<file path="config.mk">
export PLATFORM = sky130hd
export DESIGN_NAME = rr_arbiter_4
export DESIGN_NICKNAME = d
export VERILOG_FILES = /design/src/rtl/rr_arbiter_4.sv
export SDC_FILE = /design/constraint.sdc
export NUM_CORES = 1
export LEC_CHECK = 0
export CORE_MARGIN = 8
export CORE_UTILIZATION = 49
export CTS_CLUSTER_SIZE = 8
export DETAILED_ROUTE_END_ITERATION = 10
export PLACE_DENSITY = 0.86
export SYNTH_ARGS = -nofsm -noshare
export SYNTH_HDL_FRONTEND = slang
export SYNTH_SLANG_ARGS = --single-unit
</file>
<file path="constraint.sdc">
create_clock -name clk -period 2.3 [get_ports clk]
set_clock_uncertainty 0.15 [all_clocks]
set_input_delay 0.46 -clock clk [delete_from_list [all_inputs] [get_ports clk]]
set_output_delay 0.46 -clock clk [all_outputs]
set_load 0.01 [all_outputs]
</file>
<file path="src/rtl/rr_arbiter_4.sv">
// Four-requester round-robin arbiter with a per-grant hold limit.
// Outputs are registered; every grant is followed by at least one idle cycle.
module rr_arbiter_4 #(
    parameter int MAX_HOLD = 8,
    parameter int CNT_W    = 4
) (
    input  logic       clk,
    input  logic       rst_n,
    input  logic [3:0] req,
    output logic [3:0] gnt,
    output logic [1:0] gnt_idx,
    output logic       gnt_valid,
    output logic       timeout
);

    // Protocol: requester k raises req[k] and keeps it high while it uses the
    // resource; gnt[k] answers one cycle later. Dropping req[k] is the release,
    // and the hold limit revokes the grant with a one-cycle timeout pulse.
    typedef enum logic {
        IDLE  = 1'b0,
        GRANT = 1'b1
    } state_t;

    localparam logic [CNT_W-1:0] HOLD_LAST = CNT_W'(MAX_HOLD - 1);

    state_t           state, state_nxt;
    logic [1:0]       ptr, ptr_nxt;
    logic [CNT_W-1:0] cnt, cnt_nxt;
    logic [3:0]       gnt_nxt;
    logic [1:0]       idx_nxt;
    logic             valid_nxt;
    logic             to_nxt;
    logic             win_found;
    logic [1:0]       win_idx;
    logic [1:0]       cand;

    // Scan from the highest offset down so the lowest offset from ptr wins.
    always_comb begin
        win_found = 1'b0;
        win_idx   = ptr;
        cand      = ptr;
        for (int i = 3; i >= 0; i--) begin
            cand = ptr + 2'(i);
            if (req[cand]) begin
                win_found = 1'b1;
                win_idx   = cand;
            end
        end
    end

    always_comb begin
        state_nxt = state;
        ptr_nxt   = ptr;
        cnt_nxt   = cnt;
        gnt_nxt   = gnt;
        idx_nxt   = gnt_idx;
        valid_nxt = gnt_valid;
        to_nxt    = 1'b0;
        case (state)
            IDLE: begin
                gnt_nxt   = 4'b0000;
                idx_nxt   = 2'b00;
                valid_nxt = 1'b0;
                if (win_found) begin
                    state_nxt = GRANT;
                    idx_nxt   = win_idx;
                    gnt_nxt   = 4'b0001 << win_idx;
                    valid_nxt = 1'b1;
                    cnt_nxt   = '0;
                end
            end
            GRANT: begin
                // A release on the last allowed cycle is a normal release.
                if (!req[gnt_idx] || cnt == HOLD_LAST) begin
                    state_nxt = IDLE;
                    gnt_nxt   = 4'b0000;
                    idx_nxt   = 2'b00;
                    valid_nxt = 1'b0;
                    ptr_nxt   = gnt_idx + 2'd1;
                    cnt_nxt   = '0;
                    to_nxt    = req[gnt_idx];
                end else begin
                    cnt_nxt = cnt + 1'b1;
                end
            end
            default: state_nxt = IDLE;
        endcase
    end

    always_ff @(posedge clk or negedge rst_n) begin
        if (!rst_n) begin
            state     <= IDLE;
            ptr       <= 2'b00;
            cnt       <= '0;
            gnt       <= 4'b0000;
            gnt_idx   <= 2'b00;
            gnt_valid <= 1'b0;
            timeout   <= 1'b0;
        end else begin
            state     <= state_nxt;
            ptr       <= ptr_nxt;
            cnt       <= cnt_nxt;
            gnt       <= gnt_nxt;
            gnt_idx   <= idx_nxt;
            gnt_valid <= valid_nxt;
            timeout   <= to_nxt;
        end
    end

endmodule

</file>
# After elaboration in Yosys (flattened, before gate mapping)
# Cells that the tools add are included.
# Widths: inputs -> output; s select.
word_totals:
  inputBits: 6
  elab_cells: 59
  out_inout_bits: 8
  regBits: 15
classes:
  bitwise_logic: 1
  n_eq_ne: 3
  n_mux: 34
  n_shift: 1
  n_addsub: 5
  order_cmp: 5
  n_reduce_logical: 3
ops:
  columns: ["operator", "n"]
  rows:
  - ["$mux 4", 4]
  - ["$pmux 4 s2", 2]
  - ["$lt 2x3->1 const B", 5]
  - ["$mux 1", 14]
  - ["$mux 2", 6]
  - ["$bmux 1 s2", 5]
  - ["$add 2x1->2 const B", 2]
  - ["$add 2x2->2 const B", 2]
  - ["$add 4x1->4 const B", 1]
  - ["$eq 4x3->1 const B", 1]
  - ["$pmux 1 s2", 2]
  - ["$pmux 2 s2", 1]
  - ["$shl 1x2->4 const A", 1]
  - ["$ne 2x1->1 const B", 1]
  - ["$ne 2x2->1 const B", 1]
  - ["$reduce_and 2->1", 1]
  - ["$logic_not 1->1", 1]
  - ["$logic_or 1x1->1", 1]
  - ["$not 1->1", 1]

# Depth between registers and ports, before layout
# Gate-level depths: netlist of run 1.
depth:
  word_depth: 10
  ltp_mapped: 6
  mapped_depth_nobuf: 5

# Least setup slack after synthesis of run 1
# No wires, ideal clock.
synth_path:
  kind: "reg-to-reg"
  start: "register gnt_idx[0]"
  end: "register cnt[0]"
  setup_ps: 125
  arrival_time_ps: 1551
  slack_ps: 475
  required_ps: 2025
  path_buffers: 1
  period_less_slack_ps: 1825
  path_stages_with_launch: 5
  cell_sequence: "dfrtp_1 -> mux4_2 -> and3_1 -> buf_6 -> mux2_2"
synth_via:
  elab_chain_len: 6
synth_rtl:
  columns: ["element", "line_no", "source"]
  rows:
  - ["start, declared", "11", "output logic [1:0] gnt_idx,"]
  - ["start signal, assigned", "104", "gnt_idx <= idx_nxt;"]
  - ["$bmux 1 s2", "74", "if (!req[gnt_idx] || cnt == HOLD_LAST) begin"]
  - ["$mux 1 (not written as such)", "74", null]
  - ["$logic_not 1->1", "74", null]
  - ["$logic_or 1x1->1", "74", null]
  - ["$mux 4", "74", null]
  - ["$pmux 4 s2", "59", "case (state)"]
  - ["end signal, assigned", "102", "cnt <= cnt_nxt;"]
  - ["end, declared", "28", "logic [CNT_W-1:0] cnt, cnt_nxt;"]
# No other way between the ends. The select of a mux whose other input is x is not followed.
# A chain may end at the register's enable or synchronous reset.

# Worst setup path after layout of run 1
layout_path:
  start: "input port req[0]"
  end: "register gnt[3]"
layout_via:
  elab_chain_len: 9
  elab_cells_between_ends: 24
  classes_between: "1 x eq/ne; 1 x shift; 20 x mux; 2 x reduce/logical"
layout_rtl:
  columns: ["element", "line_no", "source"]
  rows:
  - ["start, declared", "9", "input logic [3:0] req,"]
  - ["$bmux 1 s2", "44", "if (req[cand]) begin"]
  - ["$mux 1 (not written as such)", "44", null]
  - ["$mux 2 (4 in a row)", "44", null]
  - ["$shl 1x2->4", "67", "gnt_nxt = 4'b0001 << win_idx;"]
  - ["$mux 4", "64", "if (win_found) begin"]
  - ["$pmux 4 s2", "59", null]
  - ["end signal, assigned", "103", "gnt <= gnt_nxt;"]
  - ["end, declared", "10", "output logic [3:0] gnt,"]
# Parallel ways exist; a longest one is shown, timed or not. The select of a mux whose other input is x is not followed.

==> results of run 1 <==
-- cell families (layout without fill, tap and decap cells) --
kind of cell    Yosys count  in the layout  synth area share (%)
simple gates             23             23                  16.1
compound gates           21             21                  21.7
flops                    15             15                  50.8
mux                       3              3                  5.93
buf+inv                   3             23                  2.54
fa+ha+maj                 1              1                  1.69
xor+xnor                  1              1                  1.19
-- Yosys cell counts --
library cell  number  share of area (%)
o221ai_1           1                1.2
o31ai_1            1                1.0
buf_6              1                1.5
xnor2_1            1                1.2
nand3b_1           1                1.0
a211oi_1           1                1.0
o21ai_0            5                3.4
a41oi_1            1                1.2
and3_2             1                1.0
dfrtp_1           15                 51
a2bb2oi_1          1                1.2
and3_1             1               0.85
nor2_1             4                2.0
nor4_1             1               0.85
mux4_2             1                3.1
a2111o_1           1                1.5
nor3_1             2                1.4
inv_1              2                1.0
a21oi_1            2                1.4
mux2i_1            1                1.4
ha_1               1                1.7
a21boi_0           1                1.0
a22o_1             2                2.4
a22o_2             2                2.7
nor2b_1            6                5.1
nand2_1            5                2.5
a21boi_1           1                1.0
nand3_1            2                1.4
o221a_2            1                1.5
mux2_2             1                1.5
a21o_2             1                1.2
-- sequential cells by signal, indices dropped and copies added, names as in the netlist --
register and count:
gnt_valid 1, timeout 1, cnt 4, gnt_idx 2, state 1, gnt 4
ptr 2
-- stage by stage --
step	std cells	util, %	total power (uW)
6_report	103	64.2	1070
5_1_grt	103	64.2	1140
4_1_cts	103	64.2	1080
3_5_place_dp	99	62.4	919
3_3_place_gp	99	62.4	903
2_1_floorplan	67	-	733
-- where the power goes --
group | switching (uW) | internal, uW
logic | 203 | 256
clock network | 87.3 | 67.6
registers | 98.6 | 356
-- metal layers --
| metal | vias to the layer above | wire length, um | global-route usage, % |
|---|---|---|---|
| li1 | 294 | - | - |
| met5 | - | 0 | 0 |
| met3 | 4 | 86 | 4.62 |
| met4 | 0 | 42 | 8.61 |
| met1 | 296 | 705 | 13.8 |
| met2 | 16 | 775 | 19.6 |
-- critical path: cells and delay by family --
family / cells / cell delay (ns)
compound gates: 3 / 0.96
simple gates: 1 / 0.19
buf+inv: 1 / 0.51
-- path summary, 6_finish.rpt --
| kind | depth (start not counted) | slack [ns] | end |
|---|---|---|---|
| max | 5 | 0.26 | gnt[3] |
| min | 2 | 0.35 | gnt[1] |
| max reg2reg | 3 | 0.45 | cnt[0] |
| min reg2reg | 2 | 0.35 | gnt[1] |
| min in group asynchronous | 1 | 0.41 | gnt_valid |
| max in group asynchronous | 1 | 1.17 | gnt[3] |
-- layout make-up --
cell class	count	area, um2
flip-flops and latches	15	375
inverters	2	7.51
fillers	118	520
well taps	16	20.0
clock buffers	4	26.3
multi-input cells	49	344
repair buffers	17	160
==> impl_results.md, run 1 <==
- Clock transition at the registers of the reported paths: 0.09 ns
- Critical path arrival: 2.12 ns
- Pwr/cell area: 1140 nW/um2
- RSZ-0062 raised after global routing: false
- DP Wirelength: 1220 um
- Reg-to-Reg Start: gnt_idx[0]
- Core area: 1450 um2
- Final WS setup: 0.263 ns
- Row count: 14
- Placed cell areas: 907 um2
- Post-CTS Setup Inserts: 0
- Status: completed
- Vias in the first global route: 569
- Routed vias/inst: 5.92
- Setup violators final: 0
- Maximum vdd ir drop: 624 uV
- First-pass GRT wire length: 2570 um
- Commonest non-fill, non-tap cell in the layout: dfrtp_1
- Drt drc: 0
- Syn_nets: 74
- Crit. Startpoint: req[0]
- Initial Utilization: 50.8%
- Clk sink count: 15
- Rel. slew slack: 56.1%
- Hold crit path type: register to register
- Clk root buf: clkbuf_4
- Cts bufs inserted: 3
- Routed WL: 1610 um
- Die area: 3000 um2
- Setup TNS: 0 ns
- Number of synthesized register bits: 15
- Die Wd: 54.8 um
- Distinct cell type count after synthesis: 31
- GRT Residual Overflow: 0
- Largest net degree at the start of global routing: 16
- Port Buffers: 13
- Final Max Tran Viols: 0
- GR Util All Layers: 12.5%
- Kind of end point of the critical path: register
- Clk Latency, worst-skew pair: 0.29 ns
- GP Congestion: 0.807
- Worst Min Path Start: gnt[1]
- Antenna cells: 0
- Final Hold Fails: 0
- Synth Instances: 67
- Max Freq: 0.491 GHz
- Share of cells above drive strength 1: 16.1%
- Finished Cell Area: 933 um2
- Worst Path Max Fanout: 6
- Initial antenna violation count: 0
- Netlist Area Pre-Place: 738 um2
- H-tree Lvls: 1
- Max-cap viol count: 0
- Worst-Margin Slew: 0.657 ns
- Post-CTS resize count: 0
- NumNets Final: 95
- Kind of critical path: input pin to register
- Die H: 54.8 um
- Mean post-synth cell area: 11.0 um2
- Area growth from synthesis to layout: 26.4%
- Seq/Total Area, Yosys: 50.8%
- Hold buffers post-CTS: 0
- Commonest non-fill, non-tap cells in the layout: dfrtp_1, clkdlybuf4s50_1, nor2b_1
- Post-Place Setup Slack: -0.0290 ns
- IO Count: 14
- Critical path's largest stage delay: 0.51 ns
- Worst setup SP type: input pin
- Critical path's slowest cell: clkdlybuf4s50_1
- Detail Route Antenna Nets: 0
- Drt pass-1 iters: 4
- WP data required: 2.38 ns
- Min cycle time layout: 2.04 ns
- Avg WL per Cell: 15.6 um
- CTS tree: built
- Yosys warning total: 0
- Worst-path cell chain: clkdlybuf4s50_1 > nor2b_1 > a2111o_1 > a21boi_0 > a22o_1
- Routed vias: 610
- Clock buffer depth: 2
- Hold_ws: 0.348 ns
- Final Cycle Share: 88.5%
- P_leak: 0.000403 uW
- Iter 0 DRT Violations: 20
No activity file was read; power rests on OpenSTA's default activity.
==> run 2, diff against run 1 <==
CORE_AREA = 8 8 45 47   (was not set)
CORE_MARGIN = not set   (was 8)
CORE_UTILIZATION = not set   (was 49)
DIE_AREA = 0 0 53 55   (was not set)
DONT_BUFFER_PORTS = 1   (was not set)
PLACE_DENSITY = 0.81   (was 0.86)
==> run 2 against run 1 <==
  * Routed wire length is 14% lower
  * Maximum frequency is 4.2% higher
  * Final area is 16% lower
  * Worst setup slack better by 0.082 ns
  * Combinational power is 36% lower
  * Non-clock buffer count is 16 lower
  * Largest cell class unchanged
==> impl_results.md, run 2 (synthesis results as in run 1) <==
- Clock transition at the registers of the reported paths: 0.08 ns (about the same)
- Hold crit path type: input pin to register
- RSZ-0062 raised after global routing: false
- Initial Utilization: 53.3% (+2.6 points)
- Vias in the first global route: 549 (-3.5%)
- Pwr/cell area: 1180 nW/um2 (+3.3%)
- Port Buffers: 0 (-13)
- Final Cycle Share: 85.0% (-3.6 points)
- Routed WL: 1390 um (-14%)
- Maximum vdd ir drop: 593 uV (-5.0%)
- Antenna cells: 0 (unchanged)
- Rel. slew slack: 55.8% (-0.27 points)
- Worst-Margin Slew: 0.661 ns (+0.00391 ns)
- Routed vias: 540 (-11%)
- Commonest non-fill, non-tap cells in the layout: dfrtp_1, nor2b_1, nand2_1, o21ai_0, nor2_1
- Post-CTS resize count: 0 (unchanged)
- Total power: 926 uW (-13%)
- P_leak: 0.000339 uW (-16%)
- Avg WL per Cell: 15.9 um (+1.9%)
- Routed vias/inst: 6.21 (+4.8%)
- Top Registers: cnt: 4 flops, gnt: 4 flops
- CTS tree: built
- Kind of critical path: register to register
- Row count: 14 (unchanged)
- Final Hold Fails: 0 (unchanged)
- Met2 wire length: 668 um (-14%)
- Hold buffers post-CTS: 1 (+1)
- Setup TNS: 0 ns (unchanged)
- Share of cells above drive strength 1: 14.1% (-2.0 points)
- GRT Residual Overflow: 0 (unchanged)
- Die H: 55 um (+0.34%)
- Worst Path Max Fanout: 6 (unchanged)
- Drt pass-1 iters: 2 (-2)
- Worst-path cell chain: mux4_2 > a21boi_1 > mux2i_1
- First-pass GRT wire length: 2420 um (-5.9%)
- Clock power share: 15.6% (+1.1 points)
- Top Metal Used: met4
- Max Freq: 0.512 GHz (+4.2%)
- Core area: 1380 um2 (-4.8%)
- CP top delay family: multiplexers
- Routed wl met3: 86 um (unchanged)
- Detail Route Antenna Nets: 0 (unchanged)
- Initial antenna violation count: 0 (unchanged)
- Worst setup SP type: register
- GP Congestion: 0.734 (-9.0%)
- Sw power: 350 uW (-10%)
- Power share of the combinational group: 31.8% (-11 points)
- Cts bufs inserted: 3 (unchanged)
- Post-CTS Setup Inserts: 0 (unchanged)
- Critical path's largest stage delay: 0.58 ns (+0.07 ns)
- DRT met1 WL: 615 um (-13%)
- GR Util All Layers: 11.2% (-1.4 points)
- H-tree Lvls: 1 (unchanged)
- Switching share of power: 37.8% (+1.4 points)
- Commonest non-fill, non-tap cell in the layout: dfrtp_1
- Clk sink count: 15 (unchanged)
- Die area: 2920 um2 (-3.0%)
- DP Wirelength: 1040 um (-14%)
- Die Wd: 53 um (-3.3%)
- Critical path's slowest cell: mux4_2
- Max-cap viol count: 0 (unchanged)
- CP bufs+invs: 0 (-1)
- Area growth from synthesis to layout: 6.10%
- Clock buffer depth: 2 (unchanged)
- Iter 0 DRT Violations: 9 (-55%)
- Final Max Tran Viols: 0 (unchanged)
- WP data required: 2.35 ns (-0.03 ns)
- IO Count: 14 (unchanged)
- Pint: 576 uW (-15%)
- Largest net degree at the start of global routing: 16 (unchanged)
- Flop pwr share: 52.7% (+10 points)
- Min cycle time layout: 1.95 ns (-0.0820 ns)
- Clk root buf: clkbuf_4
- Kind of end point of the critical path: register
- Drt drc: 0 (unchanged)
- Status: completed
- Setup violators final: 0 (unchanged)
- Clk Latency, worst-skew pair: 0.27 ns (-0.02 ns)
- Critical path arrival: 2.01 ns (-0.11 ns)
- NumNets Final: 79 (-17%)
[run 2: cell types whose count changed in the layout (fill, tap and decap cells not counted), sizes merged]
cell	before	now
clkdlybuf4s50	13	0
buf	4	0
dlygate4sd3	0	1
[run 2: per-layer routing]
layer	GRT usage (%)	up-vias
met3	4.28	2
met4	6.47	0
met1	12.7	264
met5	0	-
li1	-	263
met2	17.6	11
[run 2: worst paths after layout]
kind	start	depth (start not counted)	to	slack, ns
setup / recovery	gnt_idx[0]	3	ptr[0]	0.35
hold / removal	req[3]	3	gnt[0]	0.34
setup reg to reg	gnt_idx[0]	3	ptr[0]	0.35
hold reg to reg	cnt[3]	1	cnt[3]	0.37
max in group asynchronous	rst_n	1	gnt[3]	1.08
min in group asynchronous	rst_n	1	gnt_idx[0]	0.50
[run 2: metrics by stage]
stage	worst slack [ns]	utilization [%]	cell area [um2]	instances	hold WS, ns
final	0.345	56.6	783	87	0.343
after CTS	0.330	56.6	783	87	0.337
after global routing	0.235	56.6	783	87	0.351
after global placement	0.440	54.0	747	82	0.0149
after detailed placement	0.385	54.0	747	82	0.0149
after floorplan	0.475	-	738	67	0.0144
[run 2: tightest hold or removal path, delay by kind of cell]
kind            cells  cell delay [ns]
compound gates      2             0.15
simple gates        1             0.11
[run 2: power groups by stage]
stage	clock network, uW	logic [uW]	registers (uW)
2_1_floorplan	0	268	465
3_3_place_gp	0	283	493
3_5_place_dp	0	289	496
4_1_cts	152	298	491
5_1_grt	168	338	506
6_report	144	294	487
[run 2: final cells by class]
class / instances / area [um2]
inverters: 2 / 7.51
clock buffers: 4 / 26.3
multi-input cells: 49 / 344
well taps: 16 / 20.0
fillers: 122 / 601
repair buffers: 1 / 10.0
flip-flops and latches: 15 / 375
==> run 3, diff against run 2 <==
clock period = 1.8 ns   (was 2.3 ns; I/O delays follow)
==> run 3 against run 2 <==
  * Sequential power up 21%
  * Worst setup slack worse by 0.26 ns
  * Register-to-register slack worse by 0.26 ns
  * Critical endpoint is now gnt_idx[0]
==> impl_results.md, run 3 (synthesis results as in run 1) <==
- Core area: 1380 um2 (unchanged)
- P_leak: 0.000366 uW (+7.9%)
- Max Freq: 0.582 GHz (+14%)
- Die Wd: 53 um (unchanged)
- Largest net degree at the start of global routing: 16 (unchanged)
- Critical path's largest stage delay: 0.53 ns (-0.05 ns)
- Setup TNS: 0 ns (unchanged)
- Die H: 55 um (unchanged)
- Min cycle time layout: 1.72 ns (-0.236 ns)
- Worst-path cell chain: mux4_2 > and3_2 > a22o_2
- Drt pass-1 iters: 4 (+2)
- Avg WL per Cell: 15.8 um (-1.0%)
- Worst setup SP type: register
- Critical path's slowest cell: mux4_2
- Clk Latency, worst-skew pair: 0.28 ns (about the same)
- First-pass GRT wire length: 2590 um (+7.1%)
- Area taken by multi-input logic gates: 345 um2 (+0.36%)
- NumNets Final: 84 (+6.3%)
- Commonest non-fill, non-tap cell in the layout: dfrtp_1
- Area growth from synthesis to layout: 11.7%
- Detail Route Antenna Nets: 0 (unchanged)
- Vias in the first global route: 591 (+7.7%)
- Pwr/cell area: 1530 nW/um2 (+29%)
- Clock transition at the registers of the reported paths: 0.09 ns (about the same)
- Worst-Margin Slew: 0.642 ns (-0.0187 ns)
- Pint: 789 uW (+37%)
- Flop pwr share: 46.6% (-6.1 points)
- Kind of critical path: register to register
- DP Wirelength: 1110 um (+6.4%)
- Commonest non-fill, non-tap cells in the layout: dfrtp_1, nor2b_1, nand2_1, o21ai_0, buf_4
- GP Congestion: 0.704 (-4.1%)
- Routed vias: 558 (+3.3%)
- Hold crit path type: input pin to register
- GR Util All Layers: 11.8% (+0.63 points)
- WP data required: 1.83 ns (-0.52 ns)
- Critical path arrival: 1.75 ns (-0.26 ns)
- Clk root buf: clkbuf_4
- IO Count: 14 (unchanged)
- Iter 0 DRT Violations: 6 (-3)
- Port Buffers: 0 (unchanged)
- Post-CTS Setup Inserts: 0 (unchanged)
- Max-cap viol count: 0 (unchanged)
- Fillcell total: 111 (-9.0%)
- Initial antenna violation count: 0 (unchanged)
- Routed WL: 1450 um (+4.7%)
- Sw power: 472 uW (+35%)
- Final WS setup: 0.0814 ns (-0.264 ns)
- Kind of end point of the critical path: register
- Top Registers: cnt: 4 flops, gnt: 4 flops
- Maximum vdd ir drop: 645 uV (+8.7%)
- Switching share of power: 37.4% (-0.35 points)
- Antenna cells: 0 (unchanged)
- GRT Residual Overflow: 0 (unchanged)
- Worst Path Max Fanout: 8 (+2)
- Post-Place Setup Slack: 0.0804 ns (-0.305 ns)
- Final Hold Fails: 0 (unchanged)
- H-tree Lvls: 1 (unchanged)
- Status: completed
- Die area: 2920 um2 (unchanged)
- Clock buffer depth: 2 (unchanged)
- Setup violators final: 0 (unchanged)
- Row count: 14 (unchanged)
- Drt drc: 0 (unchanged)
- Share of cells above drive strength 1: 23.7% (+9.6 points)
- Rel. slew slack: 57.1% (+1.3 points)
- Clk sink count: 15 (unchanged)
- Cts bufs inserted: 3 (unchanged)
- Initial Utilization: 53.3% (unchanged)
- Routed vias/inst: 6.07 (-2.3%)
- Clock power share: 15.1% (-0.5 points)
- Final Max Tran Viols: 0 (unchanged)
- Util after Layout: 59.6% (+3.0 points)
- Final Cycle Share: 95.5% (+10 points)
- Power share of the combinational group: 38.3% (+6.5 points)
- Seq. cell area: 377 um2 (+0.33%)
- RSZ-0062 raised after global routing: false
- CTS tree: built
run 3: cell types whose count changed in the layout (fill, tap and decap cells not counted), sizes merged:
cell	before	now
buf	0	5
clkbuf	4	3
clkinv	0	1
run 3: power groups by stage:
| stage | combinational [uW] | sequential, uW | clock (uW) |
|---|---|---|---|
| 6_report | 482 | 588 | 190 |
| 5_1_grt | 546 | 609 | 209 |
| 4_1_cts | 482 | 591 | 194 |
| 3_5_place_dp | 474 | 597 | 0 |
| 3_3_place_gp | 458 | 596 | 0 |
| 2_1_floorplan | 343 | 596 | 0 |
run 3: routing by layer:
layer  vias to the layer above  share of wire, %  track usage (%)
met1                       272                43             14.1
met5                         -                 0                0
met3                         4               7.2             3.48
met4                         0               1.7             6.47
li1                        266                 -                -
met2                        16                48             18.8
run 3: critical path, delay by kind of cell (launching register included):
kind	cells	cell delay, ns
multiplexers	1	0.53
AND/OR/NAND/NOR	1	0.28
AO/OA/AOI/OAI	1	0.27
flip-flops	1	0.38
run 3: area by class of cell:
| type | count | area share (%) |
|---|---|---|
| multi-input combinational | 49 | 41.9 |
| tap | 16 | 2.43 |
| timing repair buffer | 6 | 5.77 |
| sequential | 15 | 45.7 |
| clock inverter | 1 | 0.607 |
| clock buffer | 3 | 2.73 |
| inverter | 2 | 0.910 |
run 3: final timing paths:
path	depth (start not counted)	slack, ns	start	to
max	3	0.08	gnt_idx[0]	gnt_idx[0]
min	3	0.24	req[3]	gnt[0]
max reg2reg	3	0.08	gnt_idx[0]	gnt_idx[0]
min reg2reg	1	0.36	cnt[3]	cnt[3]
max in group asynchronous	1	0.67	rst_n	gnt_idx[0]
min in group asynchronous	1	0.38	rst_n	cnt[3]
run 3: per-stage QoR:
step	power (uW)	hold WS [ns]	area, um2	std cells
after detailed placement	1070	-0.0850	786	87
final	1260	0.242	825	92
after floorplan	939	-0.0856	739	67
after global placement	1050	-0.0851	786	87
after CTS	1270	0.236	823	92
after global routing	1360	0.256	825	92
run 3: what timing repair did:
action,CTS,global route
endpoints found under the setup margin,0,2
hold buffers,1,0
endpoints found under the hold margin,15,0
gates resized for setup,0,1
